[src/rtl/debounce_fsm_bank.sv]
// ============================================================================
// Module   : debounce_fsm_bank
// Brief    : Bank of independent per-channel debounce FSMs with polarity
//            chosen at elaboration time; commits after HOLD enabled cycles.
// Revision : 1.0 - initial release
// ============================================================================
`default_nettype none

module debounce_fsm_bank #(
    parameter int CHANNELS = 4,
    parameter int MODE     = 0,
    parameter int HOLD     = 3,
    parameter int CW       = 4
) (
    input  logic                clock,
    input  logic                reset,
    input  logic                en,
    input  logic [CHANNELS-1:0] a,
    output logic [CHANNELS-1:0] b,
    output logic [CHANNELS-1:0] chg,
    output logic [CHANNELS-1:0] glitch,
    output logic                busy
);

    typedef enum logic [1:0] {
        ST_IDLE = 2'd0,
        ST_QUAL = 2'd1
    } state_t;

    localparam logic [CW-1:0] c_CNT_LAST = CW'(HOLD - 1);
    localparam logic [CW-1:0] c_CNT_ONE  = CW'(1);
    localparam logic [CW-1:0] c_CNT_ZERO = '0;

    logic [CHANNELS-1:0] w_qual_nxt;
    logic                r_busy;

    generate
        if (CHANNELS < 1 || CHANNELS > 32) begin : g_bad_channels
            $error("debounce_fsm_bank: CHANNELS must be 1..32");
        end
        if (HOLD < 1 || HOLD > 15) begin : g_bad_hold
            $error("debounce_fsm_bank: HOLD must be 1..15");
        end
        if (HOLD > (2 ** CW) - 1) begin : g_bad_cw
            $error("debounce_fsm_bank: CW too narrow for HOLD");
        end
        if (MODE != 0 && MODE != 1) begin : g_bad_mode
            $error("debounce_fsm_bank: MODE must be 0 or 1");
        end
    endgenerate

    genvar i;
    generate
        for (i = 0; i < CHANNELS; i++) begin : g_chan
            if (MODE == 0) begin : g_noninv
                state_t        r_state, w_state_nxt;
                logic [CW-1:0] r_cnt, w_cnt_nxt;
                logic          r_b, w_b_nxt;
                logic          r_chg, w_chg_nxt;
                logic          r_glitch, w_glitch_nxt;
                logic          w_a_eff;
                logic          w_mis;

                assign w_a_eff = a[i];
                assign w_mis   = (w_a_eff != r_b);

                always_ff @(posedge clock) begin
                    if (reset) begin
                        r_state  <= ST_IDLE;
                        r_cnt    <= c_CNT_ZERO;
                        r_b      <= 1'b0;
                        r_chg    <= 1'b0;
                        r_glitch <= 1'b0;
                    end else begin
                        r_state  <= w_state_nxt;
                        r_cnt    <= w_cnt_nxt;
                        r_b      <= w_b_nxt;
                        r_chg    <= w_chg_nxt;
                        r_glitch <= w_glitch_nxt;
                    end
                end

                always_comb begin
                    w_state_nxt  = r_state;
                    w_cnt_nxt    = r_cnt;
                    w_b_nxt      = r_b;
                    w_chg_nxt    = 1'b0;
                    w_glitch_nxt = 1'b0;
                    if (en) begin
                        case (r_state)
                            ST_IDLE: begin
                                if (w_mis) begin
                                    if (HOLD == 1) begin
                                        w_b_nxt   = w_a_eff;
                                        w_chg_nxt = 1'b1;
                                    end else begin
                                        w_state_nxt = ST_QUAL;
                                        w_cnt_nxt   = c_CNT_ONE;
                                    end
                                end
                            end
                            ST_QUAL: begin
                                if (!w_mis) begin
                                    w_state_nxt  = ST_IDLE;
                                    w_cnt_nxt    = c_CNT_ZERO;
                                    w_glitch_nxt = 1'b1;
                                end else if (r_cnt == c_CNT_LAST) begin
                                    w_b_nxt     = w_a_eff;
                                    w_chg_nxt   = 1'b1;
                                    w_state_nxt = ST_IDLE;
                                    w_cnt_nxt   = c_CNT_ZERO;
                                end else begin
                                    w_cnt_nxt = r_cnt + c_CNT_ONE;
                                end
                            end
                            default: begin
                                w_state_nxt = ST_IDLE;
                                w_cnt_nxt   = c_CNT_ZERO;
                            end
                        endcase
                    end
                end

                assign b[i]          = r_b;
                assign chg[i]        = r_chg;
                assign glitch[i]     = r_glitch;
                assign w_qual_nxt[i] = (w_state_nxt == ST_QUAL);
            end else begin : g_inv
                // Same machine, qualifying the complemented input.
                state_t        r_state, w_state_nxt;
                logic [CW-1:0] r_cnt, w_cnt_nxt;
                logic          r_b, w_b_nxt;
                logic          r_chg, w_chg_nxt;
                logic          r_glitch, w_glitch_nxt;
                logic          w_a_eff;
                logic          w_mis;

                assign w_a_eff = ~a[i];
                assign w_mis   = (w_a_eff != r_b);

                always_ff @(posedge clock) begin
                    if (reset) begin
                        r_state  <= ST_IDLE;
                        r_cnt    <= c_CNT_ZERO;
                        r_b      <= 1'b0;
                        r_chg    <= 1'b0;
                        r_glitch <= 1'b0;
                    end else begin
                        r_state  <= w_state_nxt;
                        r_cnt    <= w_cnt_nxt;
                        r_b      <= w_b_nxt;
                        r_chg    <= w_chg_nxt;
                        r_glitch <= w_glitch_nxt;
                    end
                end

                always_comb begin
                    w_state_nxt  = r_state;
                    w_cnt_nxt    = r_cnt;
                    w_b_nxt      = r_b;
                    w_chg_nxt    = 1'b0;
                    w_glitch_nxt = 1'b0;
                    if (en) begin
                        case (r_state)
                            ST_IDLE: begin
                                if (w_mis) begin
                                    if (HOLD == 1) begin
                                        w_b_nxt   = w_a_eff;
                                        w_chg_nxt = 1'b1;
                                    end else begin
                                        w_state_nxt = ST_QUAL;
                                        w_cnt_nxt   = c_CNT_ONE;
                                    end
                                end
                            end
                            ST_QUAL: begin
                                if (!w_mis) begin
                                    w_state_nxt  = ST_IDLE;
                                    w_cnt_nxt    = c_CNT_ZERO;
                                    w_glitch_nxt = 1'b1;
                                end else if (r_cnt == c_CNT_LAST) begin
                                    w_b_nxt     = w_a_eff;
                                    w_chg_nxt   = 1'b1;
                                    w_state_nxt = ST_IDLE;
                                    w_cnt_nxt   = c_CNT_ZERO;
                                end else begin
                                    w_cnt_nxt = r_cnt + c_CNT_ONE;
                                end
                            end
                            default: begin
                                w_state_nxt = ST_IDLE;
                                w_cnt_nxt   = c_CNT_ZERO;
                            end
                        endcase
                    end
                end

                assign b[i]          = r_b;
                assign chg[i]        = r_chg;
                assign glitch[i]     = r_glitch;
                assign w_qual_nxt[i] = (w_state_nxt == ST_QUAL);
            end
        end
    endgenerate

    // Registered from next-state so it rises with the edge that enters QUAL.
    always_ff @(posedge clock) begin
        if (reset) begin
            r_busy <= 1'b0;
        end else begin
            r_busy <= |w_qual_nxt;
        end
    end

    assign busy = r_busy;

endmodule

`default_nettype wire

[config.mk]
export PLATFORM = sky130hd
export DESIGN_NAME = debounce_fsm_bank
export DESIGN_NICKNAME = d
export VERILOG_FILES = /design/src/rtl/debounce_fsm_bank.sv
export SDC_FILE = /design/constraint.sdc
export NUM_CORES = 1
export LEC_CHECK = 0
export CAP_MARGIN = 10
export CORE_MARGIN = 3
export CORE_UTILIZATION = 55
export CTS_CLUSTER_DIAMETER = 80
export DETAILED_ROUTE_END_ITERATION = 12
export PLACE_DENSITY = 0.78
export RECOVER_POWER = 25
export SYNTH_ARGS = -nofsm -noshare
export SYNTH_HDL_FRONTEND = slang
export SYNTH_SLANG_ARGS = --single-unit
[constraint.sdc]
create_clock -name clock -period 2.45 [get_ports clock]
set_input_delay 0.49 -clock clock [delete_from_list [all_inputs] [get_ports clock]]
set_output_delay 0.49 -clock clock [all_outputs]
set_load 0.1 [all_outputs]
==> results.txt, run 1 <==
Setup repair after global routing left no endpoint under its margin. Summing all placed instances gives a cell area of 0.00197 mm2. The tools report the met3 routed wirelength as 222 um.

Number of pins exceeding their max-slew limit in the final report: 0. The final-report hold violation count was 0; the power density normalized to cell area was 541 mW/mm2. The logs give 0.000766 uW for the standby leakage power and 6250 um for the wire length of the first global-routing pass. The final critical path takes up 83.9% of the cycle. In the final routed layout, each cell accounts on average for 14.0 um. For this run, design rule violations remaining after detail routing come to 0. After global routing the overflow that remains totals 0. Summing all multi-input logic gate instances after layout gives 965 um2. The HPWL after detailed placement is 2650 um. The smallest clock period supported by the final layout is computed as 2.05 ns.

The wire length on met2 is 1840 um. In this run the deepest clock path goes through 2 buffers. Entering global routing, the biggest net connects 25 pins.

The Yosys step of the flow raised 0 warnings. The logs give 487 MHz for the maximum achievable frequency and 0.903 for the weighted congestion reported at the end of routability-driven placement. The tools report the data required time at the worst endpoint as 2.69 ns.

The per-cell via count in the routed design came out at 5.93. Highest metal layer with signal wires: met4. The data arrival time at the worst-slack endpoint came out at 2.29 ns. The flow ran to the end, and the final reports show no timing, DRC or antenna violations. The worst setup path is of the input port to flip-flop kind.

Counting the buffers created by CTS gives 5. The worst setup path is launched from an input port. Across the routed clock network, the largest skew measured is 0.00843 ns.

The region available for standard cell placement spans 0.00313 mm2. The wire length the detailed router placed on met1 was 1550 um. After synthesis, the most frequently instantiated cells are dfxtp_1, a21oi_1, nor2_1, buf_4, nand3_1. The run gives 0 ns as the summed negative setup slack over all endpoints. The total of hold buffers inserted after clock tree synthesis is 0, and the share of flip-flops with an asynchronous set or reset is 0%.

The run gives 0.00406 mm2 as the die footprint. The logs give 3710 um for the final routed wirelength across all metal layers and 22.0% for the worst-case headroom to the max-slew limit. The die is 63.7 um wide.

Gates resized during post-CTS repair numbered 0. The share of final-layout standard cells stronger than drive strength 1 works out to 10.9%. Compared with the post-synthesis result, the final layout area differs by 9.28%. Antenna diode count: 0. The clock reaches the later pin of the worst-skew pair after 0.34 ns. The run gives 40.4% as the fraction of the yosys area taken by sequential cells. The count of input and output buffers was 19. The run gives 58.6% as the effective utilization at floorplan. Once detail routing completed, the nets flagged for antenna violations numbered 0. For the TritonCTS sink count, the log shows 37. The tree is rooted in a clkbuf_4. The sequential cells in the finished layout cover a total of 741 um2. Synthesis produced 207 cells. The most used flip-flop cell after synthesis was dfxtp_1.

The highest fanout seen on the critical path was 24; the max-cap check violation count was 0. In the post-synthesis netlist, the cell with the most instances is dfxtp_1. In the global route stage, overall resource usage came out at 19.4%.

The tightest min-delay check is of the flip-flop to flip-flop type. The final layout contains 234 nets. For this block, the via count after detailed routing is 1571.

For the detailed-router iteration count before antenna repair, the log shows 4. The die is 63.7 um tall. The via count of the first global-routing pass was 1487.

TritonCTS built the clock tree. The number of ports placed on the die boundary is 20, and the final standard cell area without fillers is 0.00200 mm2. The number of DRC markers in iteration 0 was 107.

After synthesis, the largest area contributor takes up 40.4% of total cell area. The tools report the synthesized area as 0.00183 mm2. In this run the core area contains 20 standard-cell rows. The run gives 275 as the filler cell count.

The clock-pin slew reported for the worst setup and hold paths after clock tree synthesis is 0.11 ns. The number of nets in the synthesized netlist is 220. Once the clock tree was built, the setup fixing pass inserted 0 buffers. Averaged over all synthesized cells, the footprint is 8.86 um2. The synthesized design spends more area on one cell type than any other, namely dfxtp_1.

The worst-case IR drop observed on VDD is 379 uV. The number of antenna violations at the first check in global routing came out at 0. Counting flops with a built-in enable in the synthesized netlist gives 0. The measured slew at the worst slew-check pin came out at 1.17 ns. The logs give 42 for the number of library cell types mapped by synthesis and 2 for the maximum level of the CTS H-tree.

By area the synthesized netlist is led by dfxtp_1, buf_4, a21oi_1. The worst setup path is captured at a flip-flop. The number of setup violations in the final report is 0. The synthesized design contains 37 register bits.
kinds of logic after synthesis:
kind of cell / count (synthesis) / share of synthesized area (%)
xor gates and xnor gates: 10 / 4.78
muxes: 4 / 2.18
DFF: 37 / 40.4
adders and majority gates: 6 / 4.10
and+or+nand+nor: 85 / 25.9
buffers and inverters: 22 / 6.96
AOI/OAI and AO/OA: 43 / 15.7
metal layers:
metal	up-vias	track usage, %
met3	11	5.10
met2	58	33.2
li1	772	-
met5	-	0
met4	0	11.3
met1	730	21.4
final cells by class:
class                      count  share of cell area [%]
multi-input combinational    148                    48.2
sequential                    37                    37.0
timing repair buffer          24                    8.43
clock buffer                   7                    2.75
tap                           44                    2.75
inverter                       5                   0.937
placed cells by master, fill, tap and decap left out, types with 2 or more instances in the layout:
cell type,Yosys,routed
mux2i_1,4,4
clkdlybuf4s50_1,0,4
and2_0,0,2
ha_1,6,6
dlygate4sd3_1,0,2
xor2_1,4,4
clkbuf_4,0,5
inv_1,4,4
nor3b_1,5,5
o21ai_0,6,6
nor4_1,3,3
clkbuf_1,5,8
nand4_1,4,4
o31ai_1,5,5
nand3_1,11,11
or3b_2,2,2
nand2b_1,5,5
nor3_1,7,7
nor4b_1,2,2
nor2b_1,3,3
a31oi_1,2,2
and2_1,5,3
a21oi_1,16,16
nor2_1,16,16
a211o_1,3,3
a2bb2oi_1,2,2
or3b_1,2,2
xnor2_1,6,6
or3_1,5,5
nand2_1,10,10
buf_4,12,11
a2111oi_0,2,2
dfxtp_1,37,37
power by group:
part | switching, uW | leakage (uW) | internal (uW) | total, uW
registers | 13.4 | 0.000300 | 614 | 627
clock network | 193 | 0.0000314 | 136 | 329
logic | 81.5 | 0.000435 | 46.2 | 128
total | 288 | 0.000766 | 796 | 1080
flip-flops by register name, summed over array words and instances, names as in the netlist:
signal and flops:
g_chan.g_noninv.r_cnt 16, g_chan.g_noninv.r_state 8, g_chan.g_noninv.r_b 4, g_chan.g_noninv.r_chg 4
g_chan.g_noninv.r_glitch 4, busy 1
stage by stage:
step	total power (uW)	util [%]	instances	hold WS (ns)	setup slack (ns)
after floorplan	729	-	207	0.459	0.616
after global placement	767	63.1	258	0.473	0.193
after detailed placement	770	63.1	258	0.491	0.134
after CTS	1100	64.9	265	0.508	0.439
after global routing	1130	64.0	265	0.550	0.232
final	1080	64.0	265	0.503	0.395
final timing paths:
path | cells after the start | from | slack, ns | endpoint
min | 2 | g_chan[2].g_noninv.r_cnt[3]$_SDFFE_PP0P_ | 0.50 | g_chan[2].g_noninv.r_cnt[3]$_SDFFE_PP0P_
max | 4 | reset | 0.40 | g_chan[1].g_noninv.r_state[1]$_SDFF_PP0_
min reg2reg | 2 | g_chan[2].g_noninv.r_cnt[3]$_SDFFE_PP0P_ | 0.50 | g_chan[2].g_noninv.r_cnt[3]$_SDFFE_PP0P_
max reg2reg | 6 | g_chan[2].g_noninv.r_cnt[0]$_SDFFE_PP0P_ | 0.42 | g_chan[2].g_noninv.r_cnt[2]$_SDFFE_PP0P_
critical path, stage by stage:
cell and delay [ns]:
dlygate4sd3_1 0.54, clkbuf_1 0.84, nor2_1 0.18, and2_0 0.23
No activity file was read; power rests on OpenSTA's default activity.
==> run 2: changes to the inputs <==
--- a/config.mk
+++ b/config.mk
@@ -7,10 +7,10 @@
 export LEC_CHECK = 0
 export CAP_MARGIN = 10
 export CORE_MARGIN = 3
-export CORE_UTILIZATION = 55
+export CORE_UTILIZATION = 50
 export CTS_CLUSTER_DIAMETER = 80
 export DETAILED_ROUTE_END_ITERATION = 12
-export PLACE_DENSITY = 0.78
+export PLACE_DENSITY = 0.75
 export RECOVER_POWER = 25
 export SYNTH_ARGS = -nofsm -noshare
 export SYNTH_HDL_FRONTEND = slang
==> constraint.sdc (replaced) <==
create_clock -name clock -period 1.65 [get_ports clock]
set_input_delay 0.33 -clock clock [delete_from_list [all_inputs] [get_ports clock]]
set_output_delay 0.33 -clock clock [all_outputs]
set_load 0.1 [all_outputs]
==> run 2 against run 1 <==
The run now ends with setup timing left. Utilization increased by 12 points. Sequential power up 49%. Global-route usage up 3.5 points. Sequential cell count stayed put. Cell count is 17% higher. Largest cell class unchanged. Critical endpoint is now g_chan[0].g_noninv.r_cnt[1]$_SDFFE_PP0P_. Via count grew 11%. Wire length is 31% higher. Clock power grew 140%. Critical path type is now flip-flop to flip-flop.
==> results.txt, run 2 (synthesis gave the netlist of run 1 again) <==
The tools report the number of buffers created by CTS as 5 (unchanged). The wire length of the first global-routing pass is 7710 um (+23%), and the number of DRC markers in iteration 0 is 77 (-28%). The routed wire length per instance is 15.7 um (+12%), and the worst setup slack after layout is -0.155 ns (-0.550 ns). The power density normalized to cell area is 765 mW/mm2 (+41%). The pin count of the biggest net entering global routing is 25 (unchanged).

The logs give 63.2% (+41 points) for the worst-case headroom to the max-slew limit and 783 uV (+110%) for the peak ir drop on the vdd network. For this run, the top clock speed supported by timing is 554 MHz. The logs give 53.3% (-5.3 points) for the effective utilization at floorplan and 0 (unchanged) for the number of routed nets with antenna violations. The library cell used most frequently in the layout, excluding fill and tap cells, is buf_4.

The signed area change from the synthesized netlist to the final layout is 42.7%. TritonCTS built the clock tree. Share of final-layout standard cells stronger than drive strength 1: 35.7% (+25 points).

In the final layout, the registers with the most flip-flops are g_chan.g_noninv.r_cnt (16), g_chan.g_noninv.r_state (8). The insertion delay of the later-clocked pin in the worst-skew pair came out at 0.29 ns (-0.05 ns). The tools report the final standard cell area without fillers as 0.00262 mm2 (+31%).

The standby leakage power was 0.00106 uW (+38%). The run gives 5 (+5) as the number of setup violations in the final report. The checks that failed: setup timing. The flip-flop count of the largest register after layout is 16 (unchanged). The total global-route track usage was 22.9% (+3.5 points).

The min-delay analysis places its worst path in the category flip-flop to flip-flop. The logs give 4 (unchanged) for the detailed-router iteration count before antenna repair and 0 (unchanged) for the number of antenna violations at the first check in global routing. The run gives 0 (unchanged) as the total of hold buffers inserted after clock tree synthesis. The die extent in x was 66.5 um (+4.4%).

The final worst-path cycle share came out at 109%. The tools report the master cell of the clock root buffer as clkbuf_8. The run gives 0 (unchanged) as the post-route DRC violation count. In the layout the commonest cells are buf_4, dfxtp_1, nor2_1. Endpoint kind of the worst setup timing path: a flip-flop. Ranked by flip-flop count, first place goes to g_chan.g_noninv.r_cnt.

The tools report the number of buffers on the longest clock path as 2 (unchanged). The tools report the placement-stage cell area as 0.00247 mm2 (+25%). For the data arrival time at the worst-slack endpoint, the log shows 2.03 ns (-0.26 ns). The maximum level of the CTS H-tree is 2 (unchanged), and the TritonCTS sink count is 37 (unchanged). The worst setup path is of the flip-flop to flip-flop kind.

For the area of the placeable core, the log shows 0.00344 mm2 (+10%). For the max-cap check violation count, the log shows 0 (unchanged). The worst path needs 1.80 ns of the cycle, external delays included. The tools report the total via count after detailed routing as 1737 (+11%).

The tools report the worst-case setup slack after placement as -0.414 ns (-0.548 ns). Setup repair after global routing could not meet its margin everywhere. The post-DP HPWL was 3230 um (+22%). The tools report the worst-case clock skew as 0.00316 ns (-0.00527 ns). The number of pins exceeding their max-slew limit in the final report was 0 (unchanged); the highest fanout seen on the critical path was 3 (-88%). The run gives 0 (unchanged) as the residual overflow from global routing.

The final-report hold violation count is 0 (unchanged). The via count of the first global-routing pass was 1731 (+16%); the floorplan row count was 21 (+5.0%). The number of ports placed on the die boundary is 20 (unchanged). The measured slew at the worst slew-check pin came out at 0.554 ns (-0.620 ns).

The count of input and output buffers works out to 19 (unchanged). Weighted congestion reported at the end of routability-driven placement: 0.976 (+8.1%). The per-cell via count in the routed design works out to 5.62 (-5.2%). The final routed wirelength across all metal layers was 4850 um (+31%). The clock-pin slew reported for the worst setup and hold paths after clock tree synthesis is 0.08 ns (-0.03 ns), and the die footprint is 0.00443 mm2 (+9.0%).

The floorplan die height was 66.5 um (+4.4%). The final net count is 275 (+18%), and the filler cell count is 241 (-12%). The startpoint class of the critical path is a flip-flop. The run gives 0 (unchanged) as the antenna diode count. The flow ran to the end, but the final reports show violations. The data required time at the worst endpoint was 1.88 ns (-0.81 ns).
## run 2: final cells by class
cell class	instances	area, um2	area share [%]
Clock inverter	2	38.8	1.48
Tap cell	46	57.6	2.20
Sequential cell	37	746	28.5
Inverter	5	18.8	0.717
Multi-Input combinational cell	148	1070	40.9
Timing Repair Buffer	65	612	23.4
Clock buffer	6	72.6	2.77
## run 2: worst max-delay path, cell delays in order, from the launching register on
cell,delay (ns)
dfxtp_2,0.34
inv_2,0.06
ha_4,0.15
nor3b_4,0.14
or4_4,0.51
or3_1,0.41
a21oi_2,0.14
## run 2: final timing paths
path                                                          startpoint                                  endpoint  depth (start not counted)  slack [ns]
worst min-delay path            g_chan[1].g_noninv.r_cnt[2]$_SDFFE_PP0P_  g_chan[1].g_noninv.r_cnt[2]$_SDFFE_PP0P_                          2        0.53
worst max-delay path            g_chan[0].g_noninv.r_cnt[0]$_SDFFE_PP0P_  g_chan[0].g_noninv.r_cnt[1]$_SDFFE_PP0P_                          6       -0.15
worst min register to register  g_chan[1].g_noninv.r_cnt[2]$_SDFFE_PP0P_  g_chan[1].g_noninv.r_cnt[2]$_SDFFE_PP0P_                          2        0.53
worst max register to register  g_chan[0].g_noninv.r_cnt[0]$_SDFFE_PP0P_  g_chan[0].g_noninv.r_cnt[1]$_SDFFE_PP0P_                          6       -0.15
## run 2: metrics by stage
| stage | std cells | util [%] | hold slack [ns] | power [uW] | setup TNS, ns |
|---|---|---|---|---|---|
| 3_5_place_dp | 299 | 71.6 | 0.515 | 1220 | -4.16 |
| 3_3_place_gp | 299 | 71.6 | 0.484 | 1210 | -3.18 |
| 4_1_cts | 309 | 76.4 | 0.528 | 2010 | -0.390 |
| 2_1_floorplan | 207 | - | 0.467 | 1080 | -0.0448 |
| 5_1_grt | 309 | 76.0 | 0.557 | 2080 | -0.755 |
| 6_report | 309 | 76.0 | 0.531 | 2000 | -0.434 |
## run 2: layer usage
layer | vias up | track usage (%) | part of all wire [%]
met5 | - | 0 | 0
met4 | 0 | 11.4 | 1.3
met3 | 5 | 4.89 | 5.0
met2 | 52 | 39.4 | 52
met1 | 830 | 26.6 | 42
li1 | 850 | - | -
## run 2: repair_timing
action / in CTS / in global routing
pin swaps: 5 / 3
endpoints found under the setup margin: 8 / 11
gates resized for setup: 12 / 12
setup buffers: 2 / 0
## run 2: report_power, final
group	internal, uW	leakage (uW)	switching [uW]
Sequential	912	0.000302	20.3
Combinational	134	0.000704	152
Clock	454	0.0000554	330
Total	1500	0.00106	502
==> run 3: changes to the inputs <==
--- a/config.mk
+++ b/config.mk
@@ -5,7 +5,6 @@
 export SDC_FILE = /design/constraint.sdc
 export NUM_CORES = 1
 export LEC_CHECK = 0
-export CAP_MARGIN = 10
 export CORE_MARGIN = 3
 export CORE_UTILIZATION = 50
 export CTS_CLUSTER_DIAMETER = 80
==> results of run 3 <==
No change in the layout: final DEF, timing and power equal those of run 2.
==> patch 1, RTL diff (settings of run 2) <==
One comparison of `r_cnt` changes from == to >=.
--- a/src/rtl/debounce_fsm_bank.sv
+++ b/src/rtl/debounce_fsm_bank.sv
@@ -104,7 +104,7 @@
                                     w_state_nxt  = ST_IDLE;
                                     w_cnt_nxt    = c_CNT_ZERO;
                                     w_glitch_nxt = 1'b1;
-                                end else if (r_cnt == c_CNT_LAST) begin
+                                end else if (r_cnt >= c_CNT_LAST) begin
                                     w_b_nxt     = w_a_eff;
                                     w_chg_nxt   = 1'b1;
                                     w_state_nxt = ST_IDLE;
Check against the original RTL: same outputs for any inputs over 4 cycles, from zero or initial values and one cycle with reset high; that may be too few to reach the edited logic, so the function may still have changed.
==> patch 1 against run 2 <==
  * Combinational power decreased by 30%
  * Routed wire length shrank 28%
  * Critical path type unchanged
  * Power is 19% lower
  * Sequential power is essentially flat
  * Largest cell class unchanged
  * Cell area decreased by 17%
  * Largest power group unchanged
  * Sequential cell count is the same
  * Setup slack gained 0.26 ns
  * First-iteration DRC count decreased by 70%
  * Synthesized area decreased by 3.5%
==> patch 1: results (changes against run 2) <==
Outcome
  – Status: finished, final reports clean (was complete, but fails checks)

Logic synthesis
  – Commonest cells in the netlist: dfxtp_1, buf_4, a21oi_1, nand2b_1, inv_1 (was dfxtp_1, a21oi_1, nor2_1)
  – Sequential share of the synthesized area: 0.419 (was 0.404)
  – Synth top area cells: dfxtp_1, ha_1, buf_4 (was dfxtp_1, buf_4, a21oi_1)
  – Post-Synthesis Cells: 186 (was 207)
  – Top-area cell type share of the netlist area: 0.419 (was 0.404)
  – Yosys cell types: 45 (was 42)
  – Async SR Flop Fraction: 0 (unchanged)
  – Post-synth EDFFs: 0 (unchanged)
  – Synth Flop Type: dfxtp_1 (unchanged)

CTS
  – Clk slew on worst S/H paths: 0.11 ns (was 0.08 ns)
  – Post-CTS Resized: 0 (was 12)
  – Clk Latency, worst-skew pair: 0.33 ns (was 0.29 ns)
  – Post-CTS Setup Bufs: 0 (was 2)
  – Root Driver: clkbuf_4 (was clkbuf_8)

Global routing
  – GR met3 Demand/Resource: 0.0564 (was 0.0489)
  – Vias in the first global route: 1,404 (was 1,731)
  – First-pass GRT wire length: 5980 µm (was 7710 µm)
  – Grt met1 use: 0.192 (was 0.266)
  – Met2 Use GR: 0.324 (was 0.394)

Routing
  – Vias per std cell: 5.44 (was 5.62)
  – Wire length on met2: 1800 µm (was 2520 µm)
  – Met3 Wirelength: 103 µm (was 245 µm)
  – 1st-iter DRT viols: 23 (was 77)
  – Final wirelength: 3520 µm (was 4850 µm)
  – M1 WL: 1570 µm (was 2030 µm)
  – Drt wl/cell: 13.8 µm (was 15.7 µm)

Place
  – Dpl ws: -0.272 ns (was -0.414 ns)
  – DP HPWL: 2680 µm (was 3230 µm)
  – Placed cells: 246 (was 299)
  – Gpl congestion: 0.789 (was 0.976)

Setup path
  – Crit path DAT: 1.81 ns (was 2.03 ns)
  – Critical Path Max Stage Delay: 0.44 ns (was 0.51 ns)
  – Critical path peak fanout: 4 (was 3)

Final layout
  – Total Nets Final: 226 (was 275)
  – Top Registers: g_chan.g_noninv.r_cnt x16, g_chan.g_noninv.r_state x8 (unchanged)
  – N_diodes: 0 (unchanged)

Timing
  – Clock Skew: 0.00590 ns (was 0.00316 ns)
  – Worst slew margin: 0.629 (was 0.632)

Power
  – LEAKAGE: 0.896 nW (was 1.06 nW)
  – Part of the power in combinational logic: 0.123 (was 0.143)
  – Max VDD drop: 484 µV (was 783 µV)
  – Sw frac: 0.258 (was 0.251)
## patch 1: cell count changes after synthesis, moves of 5 or more
cell,run 2,this run
a22o_1,0,6
nor2_1,16,9
inv_1,4,10
xnor2_1,6,1
nand2b_1,5,11
a21oi_1,16,11
nand3_1,11,2
## patch 1: final timing paths
check | from | end | slack, ns | cells after the start
max | g_chan[1].g_noninv.r_cnt[0]$_SDFFE_PP0P_ | g_chan[1].g_noninv.r_cnt[0]$_SDFFE_PP0P_ | 0.11 | 6
min | g_chan[1].g_noninv.r_cnt[3]$_SDFFE_PP0P_ | g_chan[1].g_noninv.r_cnt[3]$_SDFFE_PP0P_ | 0.51 | 1
max reg2reg | g_chan[1].g_noninv.r_cnt[0]$_SDFFE_PP0P_ | g_chan[1].g_noninv.r_cnt[0]$_SDFFE_PP0P_ | 0.11 | 6
min reg2reg | g_chan[1].g_noninv.r_cnt[3]$_SDFFE_PP0P_ | g_chan[1].g_noninv.r_cnt[3]$_SDFFE_PP0P_ | 0.51 | 1
## patch 1: cell families after synthesis
kind of cell | after synthesis | synth area share
and+or+nand+nor | 70 | 0.248
xor gates and xnor gates | 4 | 0.0241
muxes | 3 | 0.0170
adders and majority gates | 8 | 0.0566
AOI/OAI and AO/OA | 36 | 0.148
DFF | 37 | 0.419
buffers and inverters | 28 | 0.0871
## patch 1: stage by stage
| step | setup TNS [ns] | util |
|---|---|---|
| after detailed placement | -1.63 | 0.668 |
| after floorplan | 0 | - |
| after global placement | -0.652 | 0.668 |
| after CTS | 0 | 0.685 |
| after global routing | -0.000715 | 0.674 |
| final | 0 | 0.674 |
## patch 1: area by class of cell
cell class,instances,area (µm²)
fill,284,1040
clock buffer,7,55.1
sequential,37,742
inverter,10,37.5
tap,44,55.1
timing repair buffer,36,369
multi-input combinational,121,901
==> patch 2, RTL diff (flow settings as in run 2) <==
Made on the original files. The parameter `CW` goes from 4 to 5.
--- a/src/rtl/debounce_fsm_bank.sv
+++ b/src/rtl/debounce_fsm_bank.sv
@@ -10,7 +10,7 @@
     parameter int CHANNELS = 4,
     parameter int MODE     = 0,
     parameter int HOLD     = 3,
-    parameter int CW       = 4
+    parameter int CW       = 5
 ) (
     input  logic                clock,
     input  logic                reset,
Behaviour: same outputs for any inputs over 4 cycles, from zero or initial values and one cycle with reset high; that may be too few to reach the edited logic, so the function may still have changed.
==> patch 2 against run 2 <==
  * Sequential cell count increased by 4
  * Sequential power increased by 11%
  * First-iteration DRC count up 48%
  * Cell area grew 1.9%
  * Hold slack worse by 0.17 ns
  * Routed wire length rose by 1.2%
  * Setup slack better by 0.23 ns
  * Power shrank 1.9%
  * Synthesized area grew 19%
  * Largest cell class unchanged
  * Highest routed layer unchanged
==> patch 2: results (changes against run 2) <==
Outcome
  – Status: finished, final reports clean (was complete, but fails checks)

Global routing
  – Vias in the first global route: 1,724 (was 1,731)
  – First-pass GRT wire length: 8020 µm (was 7710 µm)
  – Pin count of the biggest net entering global routing: 28 (was 25)
  – All-Layer GR Usage: 0.193 (was 0.229)

Logic synthesis
  – Commonest cells in the netlist: dfxtp_1, nor2_1, clkbuf_1 (was dfxtp_1, a21oi_1, nor2_1)
  – Syn_area_per_cell: 8.93 µm² (was 8.86 µm²)
  – Mapped Nets: 260 (was 220)
  – Synth top area cells: dfxtp_1, ha_1, nor2_1 (was dfxtp_1, buf_4, a21oi_1)

Place
  – Placed cells: 321 (was 299)
  – DP HPWL: 3300 µm (was 3230 µm)
  – Dpl ws: -0.264 ns (was -0.414 ns)
  – Placed inst area: 2690 µm² (was 2470 µm²)
  – Gpl congestion: 0.830 (was 0.976)

Routing
  – Drt wl/cell: 15.0 µm (was 15.7 µm)
  – 1st-iter DRT viols: 114 (was 77)
  – Vias per std cell: 5.75 (was 5.62)
  – Final wirelength: 4910 µm (was 4850 µm)

Final layout
  – Filler cells: 358 (was 241)
  – Top Registers: g_chan.g_noninv.r_cnt x20, g_chan.g_noninv.r_state x8 (was g_chan.g_noninv.r_cnt x16, g_chan.g_noninv.r_state x8)
  – Total Nets Final: 293 (was 275)
  – Share of cells above drive strength 1: 0.227 (was 0.357)

Setup path
  – R2R setup slack: 0.10 ns (was -0.15 ns)
  – Critical path peak fanout: 2 (was 3)
  – R2r endpoint: g_chan[0].g_noninv.r_state[0]$_SDFF_PP0_ (was g_chan[0].g_noninv.r_cnt[1]$_SDFFE_PP0P_)
  – Crit path DAT: 1.80 ns (was 2.03 ns)
  – R2R cell count: 6 (unchanged)

Floorplan
  – Num rows: 23 (was 21)

Min path
  – Min-delay worst type: primary input to flip-flop (was flip-flop to flip-flop)
  – Hold wc startpoint: a[2] (was g_chan[1].g_noninv.r_cnt[2]$_SDFFE_PP0P_)
  – Hold EP: g_chan[2].g_noninv.r_b$_SDFFE_PP0P_ (was g_chan[1].g_noninv.r_cnt[2]$_SDFFE_PP0P_)
  – Hold Path Depth: 3 (was 2)

Power
  – P_sw: 0.512 mW (was 0.502 mW)
  – Max VDD drop: 600 µV (was 783 µV)
  – LEAKAGE: 1.08 nW (was 1.06 nW)

Timing
  – Worst slew margin: 0.640 (was 0.632)
  – Tcrit/Tclk final: 0.952 (was 1.09)
  – Clock Skew: 0.00359 ns (was 0.00316 ns)

CTS
  – CTS H-tree depth: 2 (unchanged)
==> patch 2: logic make-up (layout without fill, tap and decap cells) <==
kind of cell / Yosys count / count (layout) / synth area share
AO/OA/AOI/OAI: 62 / 62 / 0.186
AND/OR/NAND/NOR: 86 / 86 / 0.238
XOR/XNOR: 13 / 13 / 0.0658
multiplexers: 3 / 3 / 0.0137
adder cells (fa/ha/maj): 8 / 8 / 0.0457
flip-flops: 41 / 41 / 0.375
buffers and inverters: 32 / 65 / 0.0755
==> patch 2: worst max-delay path by stage <==
stage | start | to | cells past startpoint
global route | g_chan[1].g_noninv.r_cnt[1]$_SDFFE_PP0P_ | g_chan[1].g_noninv.r_cnt[4]$_SDFFE_PP0P_ | 5
detailed placement | a[1] | g_chan[1].g_noninv.r_cnt[4]$_SDFFE_PP0P_ | 6
floorplan | g_chan[3].g_noninv.r_cnt[0]$_SDFFE_PP0P_ | g_chan[3].g_noninv.r_cnt[1]$_SDFFE_PP0P_ | 6
global placement | a[1] | g_chan[1].g_noninv.r_cnt[3]$_SDFFE_PP0P_ | 5
finish | a[1] | g_chan[1].g_noninv.r_cnt[3]$_SDFFE_PP0P_ | 5
CTS | a[1] | g_chan[1].g_noninv.r_cnt[4]$_SDFFE_PP0P_ | 6
==> patch 2: per-stage QoR <==
stage | hold slack (ns) | util
final | 0.365 | 0.648
after global routing | 0.416 | 0.648
after CTS | 0.518 | 0.675
after detailed placement | 0.507 | 0.654
after global placement | 0.498 | 0.654
after floorplan | 0.466 | -
==> patch 2: power groups by stage <==
stage | combinational, mW | sequential (mW) | clock, mW
final | 0.264 | 1.03 | 0.673
after global routing | 0.286 | 1.03 | 0.713
after CTS | 0.270 | 1.03 | 0.687
after detailed placement | 0.268 | 1.05 | 0
after global placement | 0.262 | 1.05 | 0
after floorplan | 0.135 | 1.06 | 0
==> patch 2: final cells by class <==
type                            instances  area, µm²  area share
Multi-Input combinational cell        172       1240       0.464
Sequential cell                        41        821       0.308
Timing Repair Buffer                   53        440       0.165
Clock buffer                            7       86.3      0.0324
Tap cell                               50       62.6      0.0235
Inverter                                5       18.8     0.00704
==> patch 2: worst max-delay path, stage by stage <==
cell and delay, ns:
clkdlybuf4s50_1 0.51, xor2_2 0.16, o2111ai_1 0.13, or4b_1 0.48, a32oi_1 0.17
==> patch 2: timing repair <==
item,CTS,global route
gates resized for setup,0,8
setup endpoints to repair,0,14
buffers inserted,0,0
==> patch 2: layer usage <==
layer  part of all wire  vias to the layer above  global-route usage
met3              0.044                        8              0.0402
li1                   -                      941                   -
met4              0.011                        0              0.0752
met2               0.48                       38               0.308
met1               0.47                      898               0.256
met5                  0                        -                   0
